$ cat src/rtl/bicg_pkg.sv
// Shared types and constants for the BiCG iteration controller: state encoding,
// op_start/op_done bit positions and the elaboration-time chunk count.
package bicg_pkg;

    typedef enum logic [3:0] {
        IDLE,
        RR,
        AP,
        ALPHA,
        UPD,
        RNEW,
        TOL,
        BETA,
        PUPD,
        FIN
    } state_t;

    localparam int OP_W     = 6;
    localparam int OP_RR    = 0;
    localparam int OP_AP    = 1;
    localparam int OP_ALPHA = 2;
    localparam int OP_UPD   = 3;
    localparam int OP_RNEW  = 4;
    localparam int OP_BETA  = 5;

    // Number of memory words needed to cover n_eq complex elements.
    function automatic int chunk_count(input int n_eq, input int lanes);
        return (n_eq + lanes - 1) / lanes;
    endfunction

endpackage

$ cat src/rtl/bicg_chunk_streamer.sv
// Issues chunk indices 0..CHUNKS-1 under a valid/ready handshake after a start pulse;
// last pulses for one cycle once the final chunk has been accepted.
module bicg_chunk_streamer #(
    parameter int CHUNKS = 2
) (
    input  logic        clk,
    input  logic        reset,
    input  logic        start,
    input  logic        rdy,
    output logic        vld,
    output logic [15:0] addr,
    output logic        last
);

    always_ff @(posedge clk) begin
        if (reset) begin
            vld  <= 1'b0;
            addr <= 16'd0;
            last <= 1'b0;
        end else begin
            last <= 1'b0;
            if (start) begin
                vld  <= 1'b1;
                addr <= 16'd0;
            end else if (vld && rdy) begin
                if (addr == 16'(CHUNKS - 1)) begin
                    vld  <= 1'b0;
                    addr <= 16'd0;
                    last <= 1'b1;
                end else begin
                    addr <= addr + 16'd1;
                end
            end
        end
    end

endmodule

$ cat src/rtl/bicg_iter_controller.sv
// BiCG solver iteration sequencer: launches each phase, streams chunk indices in RR/RNEW,
// and decides convergence. Optional iteration ceiling enabled by BICG_ITER_LIMIT_EN.
module bicg_iter_controller
    import bicg_pkg::*;
#(
    parameter int N_EQ     = 10,
    parameter int LANES    = 8,
    parameter int MAX_ITER = 256
) (
    input  logic              clk,
    input  logic              reset,
    input  logic              go_i,
    input  logic [31:0]       tol_i,
    input  logic [63:0]       ratio_i,
    input  logic              ratio_vld_i,
    output logic [OP_W-1:0]   op_start_o,
    input  logic [OP_W-1:0]   op_done_i,
    output logic              rd_vld_o,
    output logic [15:0]       rd_addr_o,
    input  logic              rd_rdy_i,
    output logic              busy_o,
    output logic              done_o,
    output logic              converged_o,
    output logic [15:0]       iter_o,
    output logic              limit_o
);

    localparam int CHUNKS = chunk_count(N_EQ, LANES);

    state_t state;
    logic   stream_start;
    logic   stream_last;
    logic   unused_ok;

    bicg_chunk_streamer #(.CHUNKS(CHUNKS)) u_stream (
        .clk   (clk),
        .reset (reset),
        .start (stream_start),
        .rdy   (rd_rdy_i),
        .vld   (rd_vld_o),
        .addr  (rd_addr_o),
        .last  (stream_last)
    );

    // Positive IEEE singles order the same as their unsigned bit patterns.
    always_ff @(posedge clk) begin
        if (reset) begin
            state        <= IDLE;
            op_start_o   <= '0;
            stream_start <= 1'b0;
            busy_o       <= 1'b0;
            done_o       <= 1'b0;
            converged_o  <= 1'b0;
            iter_o       <= 16'd0;
`ifdef BICG_ITER_LIMIT_EN
            limit_o      <= 1'b0;
`endif
        end else begin
            op_start_o   <= '0;
            stream_start <= 1'b0;
            done_o       <= 1'b0;
            case (state)
                IDLE: if (go_i) begin
                    busy_o             <= 1'b1;
                    converged_o        <= 1'b0;
                    iter_o             <= 16'd0;
`ifdef BICG_ITER_LIMIT_EN
                    limit_o            <= 1'b0;
`endif
                    op_start_o[OP_RR]  <= 1'b1;
                    stream_start       <= 1'b1;
                    state              <= RR;
                end
                RR: if (op_done_i[OP_RR]) begin
                    op_start_o[OP_AP]  <= 1'b1;
                    state              <= AP;
                end
                AP: if (op_done_i[OP_AP]) begin
                    op_start_o[OP_ALPHA] <= 1'b1;
                    state                <= ALPHA;
                end
                ALPHA: if (op_done_i[OP_ALPHA]) begin
                    op_start_o[OP_UPD] <= 1'b1;
                    state              <= UPD;
                end
                UPD: if (op_done_i[OP_UPD]) begin
                    op_start_o[OP_RNEW] <= 1'b1;
                    stream_start        <= 1'b1;
                    state               <= RNEW;
                end
                RNEW: if (op_done_i[OP_RNEW]) begin
                    state <= TOL;
                end
                TOL: if (ratio_vld_i) begin
                    if (ratio_i[63:32] <= tol_i) begin
                        converged_o <= 1'b1;
                        done_o      <= 1'b1;
                        state       <= FIN;
                    end
`ifdef BICG_ITER_LIMIT_EN
                    else if (32'(iter_o) + 32'd1 == 32'(MAX_ITER)) begin
                        limit_o <= 1'b1;
                        done_o  <= 1'b1;
                        state   <= FIN;
                    end
`endif
                    else begin
                        op_start_o[OP_BETA] <= 1'b1;
                        state               <= BETA;
                    end
                end
                BETA: if (op_done_i[OP_BETA]) begin
                    state <= PUPD;
                end
                PUPD: if (op_done_i[OP_BETA]) begin
                    if (iter_o != 16'hFFFF) iter_o <= iter_o + 16'd1;
                    op_start_o[OP_AP] <= 1'b1;
                    state             <= AP;
                end
                FIN: begin
                    busy_o <= 1'b0;
                    state  <= IDLE;
                end
                default: state <= IDLE;
            endcase
        end
    end

`ifndef BICG_ITER_LIMIT_EN
    assign limit_o = 1'b0;
`endif

    assign unused_ok = ^{ratio_i[31:0], stream_last, 32'(MAX_ITER)};

endmodule

$ cat config.mk
export PLATFORM = sky130hd
export DESIGN_NAME = bicg_iter_controller
export DESIGN_NICKNAME = d
export VERILOG_FILES = /design/src/rtl/bicg_pkg.sv /design/src/rtl/bicg_chunk_streamer.sv /design/src/rtl/bicg_iter_controller.sv
export SDC_FILE = /design/constraint.sdc
export NUM_CORES = 1
export LEC_CHECK = 0
export BUFFER_PORTS_ARGS = -buffer_cell sky130_fd_sc_hd__buf_2
export CORE_AREA = 3 3 90 92
export DETAILED_ROUTE_END_ITERATION = 7
export DIE_AREA = 0 0 93 95
export GPL_ROUTABILITY_DRIVEN = 0
export PLACE_DENSITY = 0.84
export REMOVE_ABC_BUFFERS = 1
export SYNTH_ARGS = -nofsm -noshare
export SYNTH_HDL_FRONTEND = slang
export SYNTH_SLANG_ARGS = --single-unit
$ cat constraint.sdc
create_clock -name clk -period 2 [get_ports clk]
set_input_delay 0.4 -clock clk [delete_from_list [all_inputs] [get_ports clk]]
set_output_delay 0.4 -clock clk [all_outputs]
set_load 0.01 [all_outputs]
# Yosys cells after proc, flatten, opt, wreduce, memory -nomap -nowiden
# Index checks and enable logic that the tools add are counted.
# word_totals
elab_cells,98
out_inout_bits,43
ramBits,0
n_memories,0
latchBits,0
mem_bits_ro,0
inputBits,107
register_bits,47
# op_classes
shifts,0
n_reduce_logical,18
addsub,2
n_bitwise,6
multipliers,0
mux,35
n_eq_ne,22
order_cmp,1
n_div,0
# op_table
cell,n
16-bit two-way mux,4
4-bit two-way mux,10
4-bit one-hot mux with 9 select lines,1
16-bit by 1-bit adder with 16-bit output (second input constant),2
32-bit less-or-equal comparator,1
16-bit one-hot mux with 2 select lines,1
2-bit inequality test (second input constant),11
16-bit by 1-bit == test with 1-bit output (second input constant),1
4-bit by 3-bit == test with 1-bit output (second input constant),4
16-bit inequality test (second input constant),1
1-bit two-way mux,15
2-bit nonzero test,5
2-bit OR reduction,5
9-bit AND reduction,1
4-bit by 2-bit == test with 1-bit output (second input constant),2
4-bit == test (second input constant),2
1-bit one-hot mux with 2 select lines,4
4-bit AND reduction,2
1-bit inverter,6
4-bit by 1-bit == test with 1-bit output (second input constant),1
4-bit logical NOT,1
2-bit AND reduction,2
3-bit OR reduction,1
1-bit logical AND,1

# Logic depth before layout (Yosys ltp)
# Gate-level depths: netlist (run 1).
# depth
depth_word,4
ltp_mapped,8
ltp_nobuf,8

# By module
# A second synthesis (run 1) with hierarchy kept.
# hier_totals
hier_cells,384
area_unflattened_um2,3206.8
# by_module_without_submodules
mod,instances,seq_area_each_um2,cells_each,area_per_inst_um2
bicg_iter_controller,1,600.6,284,2302.2
bicg_chunk_streamer,1,360.3,100,904.6

# Worst setup path after synthesis (run 1)
# No wires, ideal clock.
# synth_path
path_type,input -> register
startpoint,input tol_i[30]
endpoint,register state[1]
setup_ns,0.103
path_slack_ns,-0.081
path_stages,8
arrival_ns,1.977
path_cell_list,inv_1 -> ha_1 -> nand4_2 -> nor4_1 -> a21bo_1 -> a31oi_2 -> nor3_1 -> a2111oi_2
# synth_via
elab_chain_len,4
# synth_lines
item,line,source
"start, declared",bicg_iter_controller.sv:13,"input logic [31:0] tol_i,"
32-bit less-or-equal comparator,bicg_iter_controller.sv:95,if (ratio_i[63:32] <= tol_i) begin
4-bit two-way mux,bicg_iter_controller.sv:95,
4-bit two-way mux,bicg_iter_controller.sv:94,TOL: if (ratio_vld_i) begin
4-bit one-hot mux with 9 select lines,bicg_iter_controller.sv:62,case (state)
"end signal, assigned",bicg_iter_controller.sv:72,state <= RR;
"end signal, assigned",bicg_iter_controller.sv:92,state <= TOL;
"end signal, assigned",bicg_iter_controller.sv:98,state <= FIN;
"end, declared",bicg_iter_controller.sv:30,state_t state;
# No other way between the ends. The select of a mux whose other input is x is not followed.
# A chain may end at the register's enable or synchronous reset.

# Worst setup path after layout (run 1)
# layout_path
startpoint,input tol_i[5]
endpoint,register state[3]
# Same word-level chain as after synthesis.

==> impl_metrics.csv, run 1 <==
group,metric,value,unit
setup_path,path_cells,"buf_2 -> inv_1 -> ha_1 -> a21oi_1 -> o21ai_0 -> a221oi_1 -> a31oi_4 -> nor3_1 -> o2111a_1",
logic_synthesis,synthTopCellsByCount,"dfxtp_1, inv_1, nor2_1",
cells_and_area,regArea,943,um^2
route,first_pass_iters,4,
setup_path,reg2reg_slack,70,ps
logic_synthesis,synth.area.top_cells,"dfxtp_1, ha_1, inv_1",
power,power_frac_seq,0.404,
clock_tree,cts_tree,"done",
run_status,status,"complete, no violations",
clock_tree,clkLatencyLatePin,290,ps
logic_synthesis,synth-edff-count,0,
clock_tree,cts.path.max_buffers,2,
logic_synthesis,synth_ff_type,"dfxtp_1",
placement,port-buffer-count,116,
timing,fin_crit_sh,0.968,
cells_and_area,post-route-cell-area,4110,um^2
power,power_frac_comb,0.337,
global_route,grt_pass1_wl,13100,um
worst_hold_path,hold_path.startpoint,"op_done_i[2]",
global_route,grt_use_total,0.180,
clock_tree,cts_root_buffer,"clkbuf_8",
logic_synthesis,syn_avg_cell_area,8.03,um^2
die,io_pins,150,
run,drv_cap,0,
timing,setup_viol,0,
clock_tree,cts_buffers,5,
global_route,grt_pass1_vias,3146,
logic_synthesis,async_flop_share,0,
cells_and_area,nets,665,
die,die_h,95,um
die,start_util,0.418,
die,chipWidth,93,um
worst_hold_path,hold_end,"op_start_o[3]",
logic_synthesis,ys_seq_area_frac,0.308,
setup_path,cp_num_buf_inv,2,
route,num_vias,3186,
setup_path,worstPathArrival,2170,ps
power,total_power,0.00255,W
power,p_clk_frac,0.259,
power,p_switching,0.000801,W
setup_path,ff2ff_path_depth,7,
clock_tree,cts_hold_buf,0,
timing,finalHoldViolations,0,
clock_tree,cts_sinks,47,
timing,fmax,517,MHz
route,totalWireLength,7930,um
setup_path,crit_type,"input pin to flip-flop",
cells_and_area,multi_input_area,1960,um^2
global_route,antenna_found_initial,0,
setup_path,max_stage_delay,440,ps
logic_synthesis,ys_warn_count,0,
clock_tree,cts.htree.levels,2,
power,internal_power,0.00175,W
setup_path,r2r-end,"state[2]",
die,core_area,7290,um^2
logic_synthesis,synthCells,380,
power,netSwitchingFraction,0.314,
die,die_area,8840,um^2
global_route,overflow,0,
cells_and_area,final_util,0.563,
route,drc,0,
power,power_density,622,nW/um^2
worst_hold_path,hold_path_depth,2,
power,power.leakage,2.07,nW
timing,finalSetupTns,0,ps
logic_synthesis,syn-cell-area,3050,um^2
setup_path,crit_fanout,4,
setup_path,cpMaxStageDelayCell,"a221oi_1",
logic_synthesis,synth.ff_latch_count,47,
worst_hold_path,hold_path_class,"input pin to flip-flop",
cells_and_area,drive_above_1_share,0.321,
global_route,grt_max_degree,17,
logic_synthesis,synth_largest_area_cell,"dfxtp_1",
timing,finClkSkew,4.44,ps
clock_tree,clk_pin_slew,80,ps
power,ir_drop,0.000290,V
route,wire_per_inst,12.8,um
logic_synthesis,ys_types,50,
cells_and_area,area_delta_synth_final,34.6,%
cells_and_area,antennaDiodeCount,0,
cells_and_area,fill_cells,654,
setup_path,r2r_start,"state[1]",
die,row_count,31,
logic_synthesis,synth_top_area_share,0.308,
placement,post-dp-hpwl,6550,um
logic_synthesis,synth_most_common_cell,"dfxtp_1",
route,post_drt_via_cell_ratio,5.12,
placement,placed_cell_area,3920,um^2
setup_path,end_kind,"flip-flop",
timing,rsz0062_at_grt,"yes",
route,drt_iter0_drc,216,
timing,fin_crit,1940,ps
setup_path,startpoint_type,"input pin",
setup_path,crit_family,"compound AO/OA/AOI/OAI gates",
setup_path,required,2240,ps
route,ant_nets,0,
timing,drv_slew,0,
==> registers in the layout, summed over array words and instances (netlist names) <==
register	cells
done_o	1
stream_start	1
op_start_o	6
u_stream.vld	1
busy_o	1
converged_o	1
iter_o	16
u_stream.addr	16
state	4
==> layer usage <==
| metal | GRT usage | wire length [um] | vias up |
|---|---|---|---|
| li1 | - | - | 1607 |
| met1 | 0.192 | 3030 | 1437 |
| met2 | 0.346 | 4170 | 123 |
| met3 | 0.0279 | 535 | 19 |
| met4 | 0.0781 | 190 | 0 |
| met5 | 0 | 0 | - |
==> worst register-to-register path, cell delays in order, from the launching register on <==
cell and delay (ps):
dfxtp_2 350, buf_4 150, or4b_1 520, a21oi_1 190, a21oi_2 80, mux2_1 320
a21oi_1 130, a21oi_1 80
==> timing repair <==
| item | 4_1_cts | 5_1_grt |
|---|---|---|
| pin swaps | 1 | 4 |
| setup endpoints to repair | 2 | 28 |
| endpoints found under the hold margin | 0 | 0 |
| gates resized for setup | 4 | 7 |
| buffers inserted | 1 | 2 |
==> cell families after synthesis <==
| group | synth area share |
|---|---|
| and+or+nand+nor | 0.257 |
| buffers and inverters | 0.0705 |
| adders and majority gates | 0.144 |
| DFF | 0.308 |
| other | 0.00123 |
| muxes | 0.0258 |
| AOI/OAI and AO/OA | 0.127 |
| xor gates and xnor gates | 0.0660 |
==> cell usage in the layout (no fill, tap or decap), types with 5 or more instances in the layout <==
| master | instances |
|---|---|
| xnor2_1 | 9 |
| nor3_1 | 9 |
| nand2_1 | 24 |
| buf_4 | 31 |
| nand4_1 | 17 |
| dfxtp_1 | 45 |
| and3_1 | 10 |
| xor2_1 | 14 |
| clkbuf_8 | 5 |
| a21oi_1 | 29 |
| buf_2 | 116 |
| nor2_1 | 43 |
| o21ai_0 | 17 |
| and2_1 | 6 |
| inv_1 | 44 |
| or3_1 | 6 |
| nand3_1 | 9 |
| ha_1 | 35 |
==> final cells by class <==
class                      count  area share
sequential                    47       0.230
tap                           99      0.0302
multi-input combinational    278       0.477
clock inverter                 1     0.00731
timing repair buffer         147       0.198
inverter                      44      0.0402
clock buffer                   6      0.0177
==> power groups by stage <==
stage	clock, W	combinational, W	sequential (W)
2_1_floorplan	0	0.000420	0.00108
3_3_place_gp	0	0.000776	0.00105
3_5_place_dp	0	0.000810	0.00105
4_1_cts	0.000676	0.000821	0.00103
5_1_grt	0.000710	0.000953	0.00104
6_report	0.000662	0.000860	0.00103
==> worst max-delay path by stage <==
stage	to	depth (start not counted)	start	slack [ps]
final	state[3]	9	tol_i[5]	60
after global routing	state[3]	11	tol_i[9]	-70
after CTS	iter_o[4]	8	state[1]	10
after detailed placement	state[1]	9	tol_i[30]	-400
after global placement	state[1]	9	tol_i[26]	-340
after floorplan	state[1]	8	tol_i[30]	-80
==> per-stage QoR <==
stage | worst slack, ps | cells | hold slack, ps
global placement | -336 | 612 | 447
global route | -73.6 | 622 | 360
finish | 64.3 | 622 | 359
CTS | 12.8 | 620 | 345
floorplan | -80.6 | 369 | 437
detailed placement | -397 | 612 | 460
No activity file was read; power rests on OpenSTA's default activity.
==> run 2, diff against run 1 <==
CORE_AREA = 3 3 69 119   (was 3 3 90 92)
DIE_AREA = 0 0 72 122   (was 0 0 93 95)
PLACE_DENSITY = 0.79   (was 0.84)
SLEW_MARGIN = 15   (was unset)
==> impl_metrics.csv, run 2 (synthesis gave the netlist of run 1 again) <==
group,metric,value,unit
timing,fmax,508,MHz
timing,setup_viol,0,
route,first_pass_iters,4,
setup_path,worstPathArrival,2160,ps
die,die_h,122,um
route,post_drt_via_cell_ratio,5.23,
cells_and_area,top_regs,"iter_o (16), u_stream.addr (16), op_start_o (6)",
die,row_count,41,
timing,finClkSkew,5.68,ps
clock_tree,clkLatencyLatePin,290,ps
clock_tree,cts.htree.levels,2,
route,totalWireLength,7820,um
setup_path,crit_fanout,4,
power,p_clk_frac,0.346,
setup_path,startpoint_type,"input pin",
cells_and_area,area_delta_synth_final,34.4,%
power,internal_power,0.00198,W
die,die_area,8780,um^2
clock_tree,cts_tree,"done",
cells_and_area,fill_cells,659,
route,wire_per_inst,12.9,um
clock_tree,clk_pin_slew,60,ps
die,chipWidth,72,um
setup_path,end_kind,"flip-flop",
power,power.leakage,2.08,nW
run,drv_cap,0,
power,total_power,0.00281,W
setup_path,crit_type,"input pin to flip-flop",
power,power_frac_comb,0.285,
die,start_util,0.416,
clock_tree,cts_hold_buf,0,
clock_tree,cts_setup_buffers,0,
power,power_density,684,nW/um^2
power,power_frac_seq,0.370,
timing,finalHoldViolations,0,
power,p_switching,0.000824,W
cells_and_area,drive_above_1_share,0.318,
cells_and_area,layout_common_cells,"buf_2, dfxtp_1, inv_1, nor2_1, ha_1",
clock_tree,cts.path.max_buffers,2,
power,ir_drop,0.000378,V
timing,fin_crit_sh,0.985,
clock_tree,cts_buffers,5,
global_route,grt_pass1_vias,3131,
placement,port-buffer-count,116,
global_route,overflow,0,
power,netSwitchingFraction,0.294,
timing,rsz0062_at_grt,"yes",
cells_and_area,post-route-cell-area,4100,um^2
global_route,grt_pass1_wl,12800,um
cells_and_area,antennaDiodeCount,0,
timing,fin_crit,1970,ps
die,io_pins,150,
global_route,grt_use_total,0.179,
clock_tree,cts_root_buffer,"clkbuf_16",
global_route,grt_max_degree,17,
route,num_vias,3167,
placement,placed_cell_area,3880,um^2
cells_and_area,stdcell_count,605,
cells_and_area,nets,660,
route,drc,0,
placement,post-dp-hpwl,6560,um
route,ant_nets,0,
clock_tree,cts_sinks,47,
die,core_area,7340,um^2
timing,drv_slew,0,
setup_path,required,2190,ps
route,drt_iter0_drc,145,
worst_hold_path,hold_path_class,"input pin to flip-flop",
placement,place_inst,597,
run_status,status,"complete, no violations",
cells_and_area,final_common_cell,"buf_2",
global_route,antenna_found_initial,0,
[run 2: timing repair]
item                                    in CTS  in global routing
endpoints found under the setup margin       6                 23
resized for setup                            3                  5
pin swaps                                    2                  3
[run 2: final timing paths]
| kind | from | endpoint | slack (ps) | depth (start not counted) |
|---|---|---|---|---|
| worst max-delay path | tol_i[27] | state[1] | 30 | 9 |
| worst min-delay path | op_done_i[2] | op_start_o[3] | 380 | 2 |
| worst max register to register | state[1] | state[1] | 60 | 5 |
| worst min register to register | stream_start | u_stream.vld | 480 | 2 |
[run 2: cell type report]
type	count	area (um^2)	share of cell area
repair buffers	142	776	0.189
flip-flops and latches	47	943	0.230
inverters	44	165	0.0403
well taps	86	108	0.0262
clock buffers	6	139	0.0339
clock inverters	2	35.0	0.00854
multi-input cells	278	1930	0.472
[run 2: power by group through the flow]
stage / Combinational, W / Clock, W / Sequential, W
after floorplan: 0.000420 / 0 / 0.00108
after global placement: 0.000770 / 0 / 0.00105
after detailed placement: 0.000793 / 0 / 0.00105
after CTS: 0.000801 / 0.000991 / 0.00103
after global routing: 0.000905 / 0.00102 / 0.00104
final: 0.000799 / 0.000969 / 0.00104
[run 2: stage by stage]
| stage | hold slack (ps) | worst slack [ps] | util | setup TNS, ps |
|---|---|---|---|---|
| CTS | 367 | 22.1 | 0.557 | 0 |
| detailed placement | 467 | -536 | 0.530 | -2410 |
| finish | 377 | 30.7 | 0.559 | 0 |
| global route | 390 | -79.8 | 0.559 | -165 |
| floorplan | 437 | -80.6 | - | -96.5 |
| global placement | 448 | -429 | 0.530 | -1900 |
[run 2: per-layer routing]
layer  track usage  up-vias  part of all wire
met5             0        -                 0
met4        0.0565        0             0.015
met3        0.0239       10             0.049
met2         0.373      108              0.58
met1         0.170     1451              0.36
li1              -     1598                 -
[run 2: worst max-delay path, cell delays in order]
cell and delay (ps):
buf_2 80, inv_1 30, ha_1 290, nand4_1 180, nor4_4 340, a21bo_1 260
a31oi_4 190, nor3_1 80, a2111oi_2 300
==> run 3, diff against run 2 <==
CORE_AREA = 3 3 88 153   (was 3 3 69 119)
DIE_AREA = 0 0 91 156   (was 0 0 72 122)
PLACE_DENSITY = 0.54   (was 0.79)
==> impl_metrics.csv, run 3 (synthesis gave the netlist of run 1 again) <==
group,metric,value,unit
route,post_drt_via_cell_ratio,4.54,
cells_and_area,antennaDiodeCount,0,
setup_path,startpoint_type,"input pin",
setup_path,r2r-end,"state[2]",
cells_and_area,nets,670,
power,power.leakage,2.15,nW
timing,finClkSkew,7.55,ps
route,drc,0,
clock_tree,cts_buffers,5,
setup_path,r2r_start,"state[1]",
cells_and_area,stdcell_count,697,
worst_hold_path,hold_path.startpoint,"reset",
cells_and_area,post-route-cell-area,4460,um^2
cells_and_area,layout_common_cells,"buf_2, dfxtp_1, nor2_1, inv_1, buf_4",
timing,drv_slew,0,
die,row_count,54,
cells_and_area,top_regs,"iter_o (16), u_stream.addr (16), op_start_o (6)",
timing,setup_viol,0,
timing,fmax,508,MHz
setup_path,end_kind,"flip-flop",
global_route,grt_pass1_wl,13600,um
placement,placed_cell_area,4050,um^2
worst_hold_path,hold_end,"u_stream.vld",
power,total_power,0.00297,W
timing,rsz0062_at_grt,"yes",
route,drt_iter0_drc,105,
timing,fin_crit,1970,ps
timing,finalHoldViolations,0,
placement,port-buffer-count,116,
worst_hold_path,hold_path_depth,2,
die,die_area,14200,um^2
die,die_h,156,um
die,chipWidth,91,um
route,totalWireLength,8630,um
die,start_util,0.245,
global_route,grt_use_total,0.116,
setup_path,reg2reg_slack,60,ps
setup_path,crit_type,"input pin to flip-flop",
die,core_area,12400,um^2
cells_and_area,final_common_cell,"buf_2",
power,power_density,666,nW/um^2
run,drv_cap,0,
clock_tree,cts_root_buffer,"clkbuf_16",
global_route,grt_pass1_vias,3072,
clock_tree,clk_pin_slew,60,ps
run_status,status,"complete, no violations",
timing,fin_crit_sh,0.985,
setup_path,crit_fanout,4,
route,first_pass_iters,4,
cells_and_area,drive_above_1_share,0.359,
clock_tree,cts.path.max_buffers,2,
power,ir_drop,0.000363,V
clock_tree,cts_hold_buf,0,
route,num_vias,3165,
clock_tree,cts.htree.levels,2,
placement,place_inst,687,
clock_tree,cts_tree,"done",
setup_path,ff2ff_path_depth,6,
clock_tree,cts_sinks,47,
global_route,antenna_found_initial,0,
global_route,grt_max_degree,17,
placement,post-dp-hpwl,7080,um
route,ant_nets,0,
global_route,overflow,0,
clock_tree,clkLatencyLatePin,290,ps
setup_path,worstPathArrival,2150,ps
worst_hold_path,hold_path_class,"input pin to flip-flop",
setup_path,required,2180,ps
cells_and_area,area_delta_synth_final,46.1,%
die,io_pins,150,
route,wire_per_inst,12.4,um
run 3: changes by cell type in the layout (fill, tap and decap cells not counted), moves of 3 or more:
cell	previous run	this run
inv_1	44	38
nor3_2	0	3
buf_2	116	108
buf_4	26	36
ha_4	0	7
nor3_1	10	7
inv_2	0	4
buf_6	0	8
ha_1	35	28
run 3: critical path: stages:
cell and delay [ps]:
buf_6 70, inv_4 30, ha_4 250, nand4_1 190, nor4_4 320, a21bo_2 270, a31oi_4 190, nor3_2 80
a2111oi_2 350
run 3: power breakdown:
group	switching [W]	internal (W)
clock network	0.000363	0.000716
logic	0.000464	0.000399
registers	0.0000407	0.000986
run 3: worst max-delay path by stage:
stage                    from        to  slack [ps]  cells past startpoint
finish              tol_i[26]  state[1]          30                      9
global route        tol_i[26]  state[1]         -50                      9
CTS                 tol_i[22]  state[1]          40                      9
detailed placement  tol_i[30]  state[1]        -550                      9
global placement    tol_i[30]  state[1]        -440                      9
floorplan           tol_i[30]  state[1]         -80                      8
run 3: stage by stage:
stage / hold WS, ps / TNS, ps / util / worst slack [ps]
floorplan: 437 / -96.5 / - / -80.6
global placement: 445 / -2210 / 0.326 / -438
detailed placement: 458 / -2690 / 0.326 / -546
CTS: 351 / 0 / 0.343 / 40.1
global route: 362 / -100 / 0.359 / -52.2
finish: 353 / 0 / 0.359 / 30.4
run 3: cell type report:
class,instances,area [um^2]
clock inverter,3,67.6
sequential,47,941
timing repair buffer,152,901
multi-input combinational,278,2040
tap,168,210
inverter,44,170
fill,1316,7970
clock buffer,5,125
run 3: routing by layer:
metal	part of all wire	vias to the layer above	global-route usage
met5	0	-	0
met4	0.028	0	0.0525
met3	0.049	14	0.0183
met2	0.55	100	0.232
met1	0.37	1433	0.115
li1	-	1618	-
run 3: repair_timing:
item,in CTS,in global routing
endpoints found under the setup margin,6,16
buffers inserted,1,1
gates resized for setup,3,32
pin swaps,3,12
